## config.mk

```make
export PLATFORM = sky130hd
export DESIGN_NAME = axis_uart_ask_tx_multi
export DESIGN_NICKNAME = d
export VERILOG_FILES = /design/src/rtl/uart_tx_pkg.sv /design/src/rtl/uart_tx_fifo.sv /design/src/rtl/axis_uart_ask_tx_multi.sv
export SDC_FILE = /design/constraint.sdc
export NUM_CORES = 1
export LEC_CHECK = 0
export CAP_MARGIN = 40
export CORE_ASPECT_RATIO = 0.75
export CORE_MARGIN = 3
export CORE_UTILIZATION = 50
export DETAILED_ROUTE_END_ITERATION = 6
export PLACE_DENSITY = 0.67
export SETUP_SLACK_MARGIN = 0.4
export SYNTH_ARGS = -nofsm -noshare
export SYNTH_HDL_FRONTEND = slang
export SYNTH_SLANG_ARGS = --single-unit
```

## constraint.sdc

```tcl
create_clock -name clk -period 8.04 [get_ports clk]
set_clock_uncertainty 0.2 [all_clocks]
set_input_delay 1.608 -clock clk [delete_from_list [all_inputs] [get_ports clk]]
set_output_delay 1.608 -clock clk [all_outputs]
set_load 0.05 [all_outputs]
```

## src/rtl/uart_tx_pkg.sv

```systemverilog
// uart_tx_pkg: shared types and constants for axis_uart_ask_tx_multi.
//   uart_state_e : transmitter FSM states
//   PAR_*        : encodings of the run-time parity port
//   MIN_DIV      : smallest usable clocks-per-bit; smaller requests clamp to it
package uart_tx_pkg;
  typedef enum logic [2:0] {
    ST_IDLE   = 3'd0,
    ST_START  = 3'd1,
    ST_DATA   = 3'd2,
    ST_PARITY = 3'd3,
    ST_STOP   = 3'd4
  } uart_state_e;

  localparam logic [1:0] PAR_NONE = 2'b00;
  localparam logic [1:0] PAR_EVEN = 2'b01;
  localparam logic [1:0] PAR_ODD  = 2'b10;

  localparam int MIN_DIV = 2;
endpackage

```

## src/rtl/uart_tx_fifo.sv

```systemverilog
// uart_tx_fifo: synchronous FIFO, 2^FIFO_AW words, first-word-fall-through read.
//   clk, rst     : clock, synchronous active-low reset (empties the FIFO)
//   wr_en/wr_data: push (ignored when full)
//   rd_en/rd_data: pop (ignored when empty); rd_data shows the head word
//   level        : occupancy, full/empty decoded from it
//   not_full_q   : registered "room available", low during reset
module uart_tx_fifo
  import uart_tx_pkg::*;
#(
  parameter int DATA_W  = 8,
  parameter int FIFO_AW = 4
) (
  input  logic               clk,
  input  logic               rst,
  input  logic               wr_en,
  input  logic [DATA_W-1:0]  wr_data,
  input  logic               rd_en,
  output logic [DATA_W-1:0]  rd_data,
  output logic [FIFO_AW:0]   level,
  output logic               full,
  output logic               empty,
  output logic               not_full_q
);
  localparam int DEPTH = 1 << FIFO_AW;
  localparam logic [FIFO_AW:0] FULL_LVL = {1'b1, {FIFO_AW{1'b0}}};

  logic [DATA_W-1:0]  mem [DEPTH];
  logic [FIFO_AW-1:0] wp, rp;
  logic               do_wr, do_rd;
  logic [FIFO_AW:0]   lvl_nxt;

  assign full    = (level == FULL_LVL);
  assign empty   = (level == '0);
  assign do_wr   = wr_en && !full;
  assign do_rd   = rd_en && !empty;
  assign rd_data = mem[rp];

  always_comb begin
    lvl_nxt = level;
    if (do_wr && !do_rd)      lvl_nxt = level + 1'b1;
    else if (!do_wr && do_rd) lvl_nxt = level - 1'b1;
  end

  always_ff @(posedge clk) begin
    if (!rst) begin
      wp         <= '0;
      rp         <= '0;
      level      <= '0;
      not_full_q <= 1'b0;
    end else begin
      if (do_wr) wp <= wp + 1'b1;
      if (do_rd) rp <= rp + 1'b1;
      level      <= lvl_nxt;
      // Built from the next level so ready drops right after the filling write,
      // and a same-cycle pop cannot reopen it.
      not_full_q <= (lvl_nxt != FULL_LVL);
    end
  end

  always_ff @(posedge clk) begin
    if (do_wr) mem[wp] <= wr_data;
  end
endmodule

```

## src/rtl/axis_uart_ask_tx_multi.sv

```systemverilog
// axis_uart_ask_tx_multi: AXI-Stream fed serial transmitter with NRZ and ASK outputs.
// Words are buffered in uart_tx_fifo and sent LSB-first as
// start / DATA_W data / optional parity / 1 or 2 stop bits.
//   clk, rst          : clock, synchronous active-low reset (aborts frame, flushes FIFO)
//   i_tdata/i_tvalid/i_tready : AXI-Stream input, ready = registered not-full
//   clkdiv            : clocks per bit (0,1 act as 2), latched at frame start
//   stop2             : two stop bits, latched at frame start
//   parity            : 00/11 none, 01 even, 10 odd, latched at frame start
//   tx                : NRZ line, idle high
//   ask_tx            : [1] carrier enable (= ~tx), [0] gated carrier
//   busy              : frame in progress
//   level             : FIFO occupancy
// Build option: define UART_TX_PARITY_EN to build the parity bit; otherwise the
// parity port is ignored and frames never carry parity.
module axis_uart_ask_tx_multi
  import uart_tx_pkg::*;
#(
  parameter int DATA_W       = 8,
  parameter int FIFO_AW      = 4,
  parameter int DIV_W        = 16,
  parameter int CARRIER_HALF = 2
) (
  input  logic              clk,
  input  logic              rst,
  input  logic [DATA_W-1:0] i_tdata,
  input  logic              i_tvalid,
  output logic              i_tready,
  input  logic [DIV_W-1:0]  clkdiv,
  input  logic              stop2,
  input  logic [1:0]        parity,
  output logic              tx,
  output logic [1:0]        ask_tx,
  output logic              busy,
  output logic [FIFO_AW:0]  level
);
  localparam int CW = (CARRIER_HALF > 1) ? $clog2(CARRIER_HALF) : 1;

  uart_state_e       state;
  logic [DIV_W-1:0]  div_q, cnt, div_in;
  logic [DATA_W-1:0] sr, fifo_q;
  logic [3:0]        bitcnt;
  logic              stop2_q, stop_2nd;
  logic              fifo_empty, unused_full;
  logic              push, pop, bit_end, last_stop, tx_d;
  logic [CW-1:0]     ccnt;
  logic              car, car_d, car_wrap;

  assign push      = i_tvalid && i_tready;
  assign div_in    = (clkdiv < DIV_W'(MIN_DIV)) ? DIV_W'(MIN_DIV) : clkdiv;
  assign bit_end   = (cnt == '0);
  assign last_stop = (state == ST_STOP) && bit_end && (!stop2_q || stop_2nd);
  // Popping straight out of the final stop period keeps back-to-back frames gapless.
  assign pop       = !fifo_empty && ((state == ST_IDLE) || last_stop);

`ifdef UART_TX_PARITY_EN
  logic par_en_q, par_bit_q;
  always_ff @(posedge clk) begin
    if (!rst) begin
      par_en_q  <= 1'b0;
      par_bit_q <= 1'b0;
    end else if (pop) begin
      par_en_q  <= (parity == PAR_EVEN) || (parity == PAR_ODD);
      par_bit_q <= (^fifo_q) ^ (parity == PAR_ODD);
    end
  end
`else
  logic unused_parity;
  assign unused_parity = ^parity;
`endif

  uart_tx_fifo #(.DATA_W(DATA_W), .FIFO_AW(FIFO_AW)) u_fifo (
    .clk        (clk),
    .rst        (rst),
    .wr_en      (push),
    .wr_data    (i_tdata),
    .rd_en      (pop),
    .rd_data    (fifo_q),
    .level      (level),
    .full       (unused_full),
    .empty      (fifo_empty),
    .not_full_q (i_tready)
  );

  // FSM + baud down-counter; cnt==0 marks the last clock of a bit period.
  always_ff @(posedge clk) begin
    if (!rst) begin
      state    <= ST_IDLE;
      cnt      <= '0;
      div_q    <= DIV_W'(MIN_DIV);
      sr       <= '0;
      bitcnt   <= '0;
      stop2_q  <= 1'b0;
      stop_2nd <= 1'b0;
    end else if (pop) begin
      state    <= ST_START;
      div_q    <= div_in;
      cnt      <= div_in - 1'b1;
      sr       <= fifo_q;
      bitcnt   <= '0;
      stop2_q  <= stop2;
      stop_2nd <= 1'b0;
    end else begin
      if (state != ST_IDLE) cnt <= bit_end ? div_q - 1'b1 : cnt - 1'b1;
      if (bit_end) begin
        case (state)
          ST_START: state <= ST_DATA;
          ST_DATA: begin
            sr     <= sr >> 1;
            bitcnt <= bitcnt + 1'b1;
            if (bitcnt == 4'(DATA_W - 1)) begin
              bitcnt <= '0;
`ifdef UART_TX_PARITY_EN
              state  <= par_en_q ? ST_PARITY : ST_STOP;
`else
              state  <= ST_STOP;
`endif
            end
          end
`ifdef UART_TX_PARITY_EN
          ST_PARITY: state <= ST_STOP;
`endif
          ST_STOP: begin
            if (stop2_q && !stop_2nd) stop_2nd <= 1'b1;
            else begin
              stop_2nd <= 1'b0;
              state    <= ST_IDLE;
            end
          end
          default: ;
        endcase
      end
    end
  end

  // Line level for the current state; registered below, so outputs trail the FSM by one clock.
  always_comb begin
    tx_d = 1'b1;
    case (state)
      ST_START:  tx_d = 1'b0;
      ST_DATA:   tx_d = sr[0];
`ifdef UART_TX_PARITY_EN
      ST_PARITY: tx_d = par_bit_q;
`endif
      default:   tx_d = 1'b1;
    endcase
  end

  assign car_wrap = (ccnt == CW'(CARRIER_HALF - 1));
  assign car_d    = car_wrap ? ~car : car;

  always_ff @(posedge clk) begin
    if (!rst) begin
      ccnt   <= '0;
      car    <= 1'b0;
      tx     <= 1'b1;
      ask_tx <= 2'b00;
      busy   <= 1'b0;
    end else begin
      ccnt   <= car_wrap ? '0 : ccnt + 1'b1;
      car    <= car_d;
      tx     <= tx_d;
      ask_tx <= {~tx_d, car_d & ~tx_d};
      busy   <= (state != ST_IDLE);
    end
  end
endmodule

```

## Word-level counts from Yosys, hierarchy flattened

Memories as Yosys holds them, arrays and structs flattened. A register that Yosys moved wholly into a read port is not among the register bits.
Index checks and enable logic that the tools add are counted.
Widths: inputs -> output; s select.

| storage, ports and cells | value |
|---|---|
| output and inout bits | 10 |
| memory bits (writable) | 128 |
| logic and storage cells | 97 |
| bits of input ports | 30 |
| memories | 1 |
| flip-flop bits (word level) | 69 |

Memory list:

| memory | depth | width | read ports | clocked after Yosys merged registers in | write ports | RTL line | RTL |
|---|---|---|---|---|---|---|---|
| u_fifo.mem | 16 | 8 | 1 | 1 | 1 | uart_tx_fifo.sv:27 | `logic [DATA_W-1:0] mem [DEPTH];` |

| operators by class | value |
|---|---|
| magnitude comparators | 1 |
| add/sub/neg operators | 9 |
| reductions and logical operators | 33 |
| eq/ne operators | 10 |
| bitwise gates (word level) | 4 |
| mux-type cells | 22 |

Operators with widths:

| operator | number |
|---|---|
| $mux 16 | 4 |
| $sub 16x1->16 const B | 3 |
| $mux 8 | 3 |
| $logic_not 16->1 | 1 |
| $lt 16x2->1 const B | 1 |
| $add 4x1->4 const B | 3 |
| $mux 4 | 3 |
| $mux 5 | 2 |
| $logic_and 1x1->1 | 9 |
| $pmux 3 s3 | 1 |
| $reduce_and 4->1 | 2 |
| $logic_not 1->1 | 6 |
| $mux 1 | 6 |
| $mux 3 | 2 |
| $ne 3x2->1 const B | 2 |
| $reduce_and 2->1 | 3 |
| $reduce_bool 2->1 | 3 |
| $reduce_bool 3->1 | 2 |
| $add 5x1->5 const B | 1 |
| $eq 5x5->1 const B | 1 |
| $logic_not 5->1 | 1 |
| $ne 5x5->1 const B | 1 |
| $sub 5x1->5 const B | 1 |
| $eq 4x3->1 const B | 1 |
| other kinds (12) | 17 |

## Longest topological paths before layout

Gate-level depths: netlist (run 1).

| depth | value |
|---|---|
| depth after elaboration | 10 |
| mapped depth | 15 |
| mapped depth without buffers | 13 |

## Modules after synthesis

Synthesis (run 1) repeated with hierarchy kept, for this count alone.

| unflattened totals | value |
|---|---|
| cells, all modules | 656 |
| area, all modules | 8794.7 sq um |

Modules (own cells, without submodules):

| module | times used | area each (sq um) | sequential area each (sq um) | cells an instance |
|---|---|---|---|---|
| uart_tx_fifo | 1 | 5846.9 | 4204.0 | 287 |
| axis_uart_ask_tx_multi | 1 | 2947.8 | 1101.1 | 369 |

## Worst setup path before layout (run 1)

OpenSTA, ideal clock, no wires.

| timing path | value |
|---|---|
| kind | input -> register |
| from | in clkdiv[14] |
| to | reg cnt[14] |
| data arrival time | 3655 ps |
| path slack | 4122 ps |
| buffers on the path | 0 |
| stages | 12 |
| setup time | 62 ps |
| required time | 7778 ps |
| cell sequence | nor4_1 > and4_1 > inv_1 > o21ai_0 > nor2_1 > nor2_1 > ha_1 > nor4b_1 > a32o_2 > nand4_1 > or3_1 > nand3_1 |

| between the ends | value |
|---|---|
| cells in the longest elaborated chain, start to end | 4 |

RTL lines:

| item | RTL line | RTL |
|---|---|---|
| from (decl) | axis_uart_ask_tx_multi.sv:28 | `input logic [DIV_W-1:0] clkdiv,` |
| $lt 16x2->1 | axis_uart_ask_tx_multi.sv:49 | `assign div_in = (clkdiv < DIV_W'(MIN_DIV)) ? DIV_W'(MIN_DIV) : clkdiv;` |
| $mux 16 * | axis_uart_ask_tx_multi.sv:49 |  |
| $sub 16x1->16 * | axis_uart_ask_tx_multi.sv:97 | `cnt <= div_in - 1'b1;` |
| $mux 16 * | axis_uart_ask_tx_multi.sv:94 | `end else if (pop) begin` |
| to (signal assigned) | axis_uart_ask_tx_multi.sv:97 |  |
| to (signal assigned) | axis_uart_ask_tx_multi.sv:103 | `if (state != ST_IDLE) cnt <= bit_end ? div_q - 1'b1 : cnt - 1'b1;` |
| to (decl) | axis_uart_ask_tx_multi.sv:39 | `logic [DIV_W-1:0] div_q, cnt, div_in;` |

Every way passes the cells marked *; elsewhere a longest branch is shown, timed or not.
A chain may end at the register's enable or synchronous reset.

## Worst setup path in the final report (run 1)

| timing path | value |
|---|---|
| from | in clkdiv[12] |
| to | reg cnt[14] |

Same word-level chain as after synthesis.

==> flow_metrics.env, run 1 <==
export IMPL_synth_cells=662
export IMPL_routedWlPerCell_um=20.43
export IMPL_ys_async_sr_fraction_pct=0
export IMPL_synth_top_cells_by_area="edfxtp_1 (44%), dfxtp_1 (17%), mux4_2 (10%)"
export IMPL_cts_setup_buffers=0
export IMPL_finalCriticalPeriod_ns=4.488
export IMPL_cts_tree="built"
export IMPL_synth_compound_area_share_pct=8.202
export IMPL_ys_flop_type="edfxtp_1"
export IMPL_tns_ns=0
export IMPL_cts_htree_levels=1
export IMPL_muxShareOfSynthArea_pct=12.70
export IMPL_yosysMostFrequentCell="edfxtp_1"
export IMPL_first_pass_iters=5
export IMPL_startpoint_type="input port"
export IMPL_synth_top_family_by_area="multiplexers"
export IMPL_synthXorXnorAreaFrac_pct=2.018
export IMPL_power_density_mw_per_mm2=363.9
export IMPL_vdd_drop_max_mv=0.2633
export IMPL_synth_seq_cells=201
export IMPL_cts_hold_buf=0
export IMPL_drc=0
export IMPL_clock_sinks=201
export IMPL_grt_max_degree=53
export IMPL_power_mw=3.627
export IMPL_clock_latency_ns=0.49
export IMPL_grt_use_total_pct=20.43
export IMPL_start_util_pct=51.27
export IMPL_switching_share_pct=36.15
export IMPL_synth_top_area_share_pct=44.28
export IMPL_wl_um=19020
export IMPL_cp_max_fo=6
export IMPL_clockBufferDepth=3
export IMPL_fin_crit_sh_pct=55.82
export IMPL_worstMarginPinSlew_ns=0.8555
export IMPL_dp_hpwl_um=12570
export IMPL_power_frac_clock_pct=25.8
export IMPL_synth_simple_gate_area_share_pct=12.14
export IMPL_yosys_cell_types_count=63
export IMPL_endpoint_kind="register"
export IMPL_criticalPathCategory="input port to register"
export IMPL_cts_made_buffers=21
export IMPL_p_switching_mw=1.311
export IMPL_clockRootBuffer="clkbuf_16"
export IMPL_maxSlewViolCount=0
export IMPL_fmax_mhz=222.8
export IMPL_die_h_um=120.1
export IMPL_status="finished, final reports clean"
export IMPL_die_width_um=158.1
export IMPL_drive_above_1_share_pct=15.08
export IMPL_syn_avg_cell_area_um2=13.11
export IMPL_grt_pass1_vias=5442
export IMPL_synth_largest_area_cell="edfxtp_1"
export IMPL_comb_power_share_pct=37.3
export IMPL_required_ns=8.27
export IMPL_io_buffers=37
export IMPL_p_leak_nw=3.321
export IMPL_internal_power_mw=2.316
export IMPL_worstPathArrival_ns=4.72
export IMPL_syn2layout_area_growth_pct=14.82
export IMPL_cts_resized=0
export IMPL_vias_per_cell=6.029
export IMPL_yosys_area_share_adder_pct=1.442
export IMPL_antenna_found_initial=0
export IMPL_core_rowCount=41
export IMPL_place_gp_congestion=0.8625
export IMPL_vias=5613
export IMPL_clk_pin_slew_worst_paths_ns=0.06
export IMPL_syn_nets=702
export IMPL_fin_util_pct=58.87
export IMPL_ios=40
export IMPL_synth_warnings=0
export IMPL_insertedDiodeCount=0
export IMPL_finalSetupViolations=0
export IMPL_hold_class="register to register"
export IMPL_drtIter0Drc=472
export IMPL_synth_common_cells="edfxtp_1 (128), dfxtp_1 (73), nor2_1 (71)"
export IMPL_seqPwrFrac_pct=36.9
export IMPL_hold_viol=0
export IMPL_die_area_mm2=0.01899
export IMPL_cap_viol_max_count=0
export IMPL_grt_pass1_wl_um=30000
export IMPL_fin_nets=741
export IMPL_ys_seq_area_share_pct=61.12
export IMPL_synth_edf_count=128
export IMPL_synth_area_mm2=0.008680
export IMPL_slew_headroom_pct=42.44
export IMPL_core_mm2=0.01693
export IMPL_grt_ovfl_total=0
export IMPL_ant_nets=0
export IMPL_rsz0062_at_grt="false"
[sequential cells by signal, summed over array words and instances (netlist names), named ones only]
name and cells:
stop2_q 1, stop_2nd 1, sr 8, tx 1, car 1, bitcnt 4, busy 1, u_fifo.mem 128
u_fifo.not_full_q 1, state 3, car_wrap 1, u_fifo.rp 4, u_fifo.wp 4, div_q 16, ask_tx 2, cnt 16
u_fifo.level 5
[power by group through the flow]
stage / Clock, mW / Combinational (mW) / Sequential (mW)
after CTS: 0.959 / 1.34 / 1.33
after global routing: 1.00 / 1.47 / 1.35
after detailed placement: 0 / 1.33 / 1.35
after floorplan: 0 / 0.974 / 1.37
final: 0.936 / 1.35 / 1.34
after global placement: 0 / 1.25 / 1.37
[metal layers]
metal | vias to the layer above | global-route usage (%) | routed length (um)
met2 | 203 | 28.80 | 8162
met4 | 0 | 4.191 | 262
met1 | 2792 | 33.02 | 9287
met3 | 23 | 4.001 | 1309
li1 | 2595 | - | -
met5 | - | 0 | 0
[final cells by class]
cell class                      instances  area [um2]
Inverter                               13       48.80
Fill cell                            1294        6963
Timing Repair Buffer                   53       503.0
Clock inverter                         10       117.6
Sequential cell                       201        5308
Multi-Input combinational cell        411        3168
Tap cell                              215       269.0
Clock buffer                           28       551.8
[path summary, 6_finish.rpt]
path | from | to | slack, ns | cells after the start
worst min-delay path | car_wrap$_SDFF_PP0_ | car_wrap$_SDFF_PP0_ | 0.24 | 1
worst max-delay path | clkdiv[12] | cnt[14]$_SDFFE_PN0P_ | 3.55 | 13
worst min register to register | car_wrap$_SDFF_PP0_ | car_wrap$_SDFF_PP0_ | 0.24 | 1
worst max register to register | state[2]$_SDFFE_PP0P_ | cnt[14]$_SDFFE_PN0P_ | 3.64 | 11
[logic make-up after synthesis]
family,after synthesis
multiplexers,60
adder cells (fa/ha/maj),10
AND/OR/NAND/NOR,216
XOR/XNOR,20
buffers and inverters,50
AO/OA/AOI/OAI,105
flip-flops,201
[cells in the final DEF, fill, tap and decap left out, types with 5 or more instances in the layout]
| cell | Yosys | final |
|---|---|---|
| mux4_2 | 40 | 40 |
| nand4_1 | 6 | 6 |
| nor2_1 | 71 | 71 |
| clkdlybuf4s50_1 | 0 | 37 |
| clkbuf_16 | 0 | 21 |
| inv_1 | 13 | 13 |
| a211oi_1 | 15 | 15 |
| nor3_1 | 18 | 18 |
| a31o_2 | 6 | 6 |
| clkbuf_1 | 19 | 7 |
| or4_1 | 5 | 5 |
| xnor2_1 | 11 | 11 |
| dfxtp_1 | 73 | 71 |
| buf_4 | 3 | 15 |
| o21ai_0 | 10 | 10 |
| a21oi_1 | 32 | 32 |
| mux2i_1 | 19 | 19 |
| nand2_1 | 66 | 66 |
| nand2b_1 | 5 | 5 |
| or3_1 | 13 | 13 |
| a31oi_1 | 12 | 12 |
| edfxtp_1 | 128 | 128 |
| xor2_1 | 9 | 9 |
| ha_1 | 10 | 10 |
| nand3_1 | 8 | 8 |
[worst max-delay path: stages]
cell             delay (ns)
clkdlybuf4s50_1        0.45
nor3_1                 0.42
and4_1                 0.33
inv_1                  0.05
o21ai_0                0.15
nor2_1                 0.09
nor2_1                 0.12
ha_1                   0.23
nor4b_1                0.24
a32o_2                 0.28
nand4_1                0.23
or3_1                  0.42
nand3_1                0.09
[metrics by stage]
step	setup slack [ns]	hold WS (ns)	cells	area [um2]
4_1_cts	3.624	0.2450	931	9966
3_3_place_gp	3.134	0.2209	887	9239
3_5_place_dp	3.112	0.2363	893	9296
5_1_grt	3.247	0.2660	931	9966
6_report	3.552	0.2374	931	9966
2_1_floorplan	4.122	0.2127	662	8680
(Power assumes the default switching activity.)
==> inputs of run 2 (changes only) <==
- clock period: 8.04 -> 4.55 ns (I/O delays scaled with it)
==> run 2 against run 1 <==
Effect of this change:
- hold slack barely moved
- critical path type is now register to register
- power increased by 78%
- count of clock-buffer cells in the layout grew 1
- register-to-register slack got worse by 2.9 ns
- non-clock buffer count unchanged
- global-route usage up 0.10 points
- highest routed layer unchanged
- first-iteration DRC count up 78%
- routed wire length decreased by 1.2%
==> flow_metrics.env, run 2 (same netlist as run 1, synthesis figures left out) <==
export IMPL_reg2reg_depth=11
export IMPL_rsz0062_at_grt="false"
export IMPL_die_h_um=120.1
export IMPL_cp_depth=11
export IMPL_core_mm2=0.01693
export IMPL_status="finished, final reports clean"
export IMPL_hold_viol=0
export IMPL_required_ns=4.78
export IMPL_dp_cells=891
export IMPL_power_density_mw_per_mm2=647.3
export IMPL_crit_start="state[2]$_SDFFE_PP0P_"
export IMPL_cp_common_cell="nand2_1"
export IMPL_clk_pin_slew_worst_paths_ns=0.06
export IMPL_clockRootBuffer="clkbuf_16"
export IMPL_routedWlPerCell_um=20.23
export IMPL_largest_register="u_fifo.mem"
export IMPL_clock_sinks=201
export IMPL_die_width_um=158.1
export IMPL_route_met2_wl_um=7952
export IMPL_wl_um=18800
export IMPL_dp_slack_ns=0.3326
export IMPL_slew_headroom_pct=40.42
export IMPL_syn2layout_area_growth_pct=14.86
export IMPL_die_area_mm2=0.01899
export IMPL_finalCriticalPeriod_ns=3.841
export IMPL_p_leak_nw=3.312
export IMPL_fin_nets=740
export IMPL_largest_register_ffs=128
export IMPL_grt_pass1_wl_um=30340
export IMPL_reg2reg_slack_ns=0.71
export IMPL_core_rowCount=41
export IMPL_grt_max_degree=53
export IMPL_worstPathArrival_ns=4.07
export IMPL_start_util_pct=51.27
export IMPL_routed_wl_met3_um=1497
export IMPL_met1_length_um=9165
export IMPL_endpoint_kind="register"
export IMPL_fin_crit_sh_pct=84.41
export IMPL_worstReg2RegEnd="cnt[14]$_SDFFE_PN0P_"
export IMPL_grt_pass1_vias=5433
export IMPL_drtIter0Drc=838
export IMPL_cap_viol_max_count=0
export IMPL_ios=40
export IMPL_vias_per_cell=6.084
export IMPL_antenna_found_initial=0
export IMPL_layout_commonest_cell="edfxtp_1"
export IMPL_drc=0
export IMPL_place_gp_congestion=0.9043
export IMPL_hold_class="register to register"
export IMPL_crit_family="simple AND/OR/NAND/NOR gates"
export IMPL_path_cells="or3b_2 > nor3_4 > a31o_4 > nand2_1 > nand2_1 > ha_1 > nor4b_1 > a32o_2 > nand4_1 > or3_1 > nand3_1"
export IMPL_startpoint_type="register"
export IMPL_clock_latency_ns=0.49
export IMPL_first_pass_iters=5
export IMPL_criticalPathCategory="register to register"
export IMPL_top_layer="met4"
export IMPL_fin_cells=929
export IMPL_critPathCapture="cnt[14]$_SDFFE_PN0P_"
export IMPL_hold_depth=1
export IMPL_ant_nets=0
export IMPL_grt_use_total_pct=20.53
export IMPL_io_buffers=37
export IMPL_vias=5652
export IMPL_slowest_delay_ns=0.58
export IMPL_grt_ovfl_total=0
export IMPL_worstMarginPinSlew_ns=0.8905
export IMPL_maxSlewViolCount=0
export IMPL_timing_rr_start="state[2]$_SDFFE_PP0P_"
export IMPL_slowest_stage="or3b_2"
export IMPL_dp_hpwl_um=12610
export IMPL_fin_util_pct=58.89
export IMPL_worst_slack_ns=0.7093
export IMPL_vdd_drop_max_mv=0.4611
export IMPL_cp_buffers_inverters=0
export IMPL_fmax_mhz=260.4
export IMPL_cp_max_fo=18
export IMPL_final_cell_mix="edfxtp_1 (128), nor2_1 (71), dfxtp_1 (71), nand2_1 (66), mux4_2 (40)"
export IMPL_insertedDiodeCount=0
export IMPL_clockBufferDepth=3
export IMPL_tns_ns=0
export IMPL_drive_above_1_share_pct=14.43
export IMPL_top_regs="u_fifo.mem x128, cnt x16, div_q x16"
export IMPL_cts_tree="built"
export IMPL_finalSetupViolations=0
export IMPL_cts_made_buffers=20
export IMPL_cts_htree_levels=1
==> run 2: cell types whose count changed in the layout (fill, tap and decap cells not counted), sizes merged <==
cell / previous run / this run
clkinv: 5 / 4
inv: 14 / 13
clkinvlp: 2 / 1
clkbuf: 28 / 29
==> run 2: timing repair <==
action,in CTS,in global routing
hold endpoints to repair,0,0
gates resized for setup,0,2
hold buffers,0,0
setup buffers,0,2
setup endpoints to repair,0,3
==> run 2: power breakdown <==
part	switching, mW	internal [mW]
registers	0.256	2.16
logic	1.42	1.01
clock network	0.643	0.961
total	2.31	4.14
==> run 2: cell type report <==
class	count	area [um2]
multi-input cells	411	3183
inverters	13	48.80
clock inverters	7	82.58
fillers	1289	6959
flip-flops and latches	201	5308
well taps	215	269.0
clock buffers	29	555.5
repair buffers	53	523.0
==> run 2: layer usage <==
metal	vias to the layer above	track usage, %
li1	2597	-
met1	2774	34.38
met2	257	28.69
met3	24	3.497
met4	0	2.902
met5	-	0
==> run 2: how the worst min path moves through the flow <==
stage	start	slack, ns	endpoint
2_1_floorplan	car_wrap$_SDFF_PP0_	0.21	car_wrap$_SDFF_PP0_
5_1_grt	car_wrap$_SDFF_PP0_	0.27	car_wrap$_SDFF_PP0_
3_5_place_dp	car_wrap$_SDFF_PP0_	0.23	car_wrap$_SDFF_PP0_
6_report	car_wrap$_SDFF_PP0_	0.24	car_wrap$_SDFF_PP0_
4_1_cts	car_wrap$_SDFF_PP0_	0.24	car_wrap$_SDFF_PP0_
3_3_place_gp	car_wrap$_SDFF_PP0_	0.22	car_wrap$_SDFF_PP0_
==> run 2: stage by stage <==
stage / total power [mW] / instance area, um2 / hold slack, ns
after floorplan: 4.135 / 8680 / 0.2127
after global placement: 4.678 / 9261 / 0.2213
after detailed placement: 4.775 / 9289 / 0.2329
after CTS: 6.389 / 9927 / 0.2410
after global routing: 6.822 / 9970 / 0.2660
final: 6.453 / 9970 / 0.2372
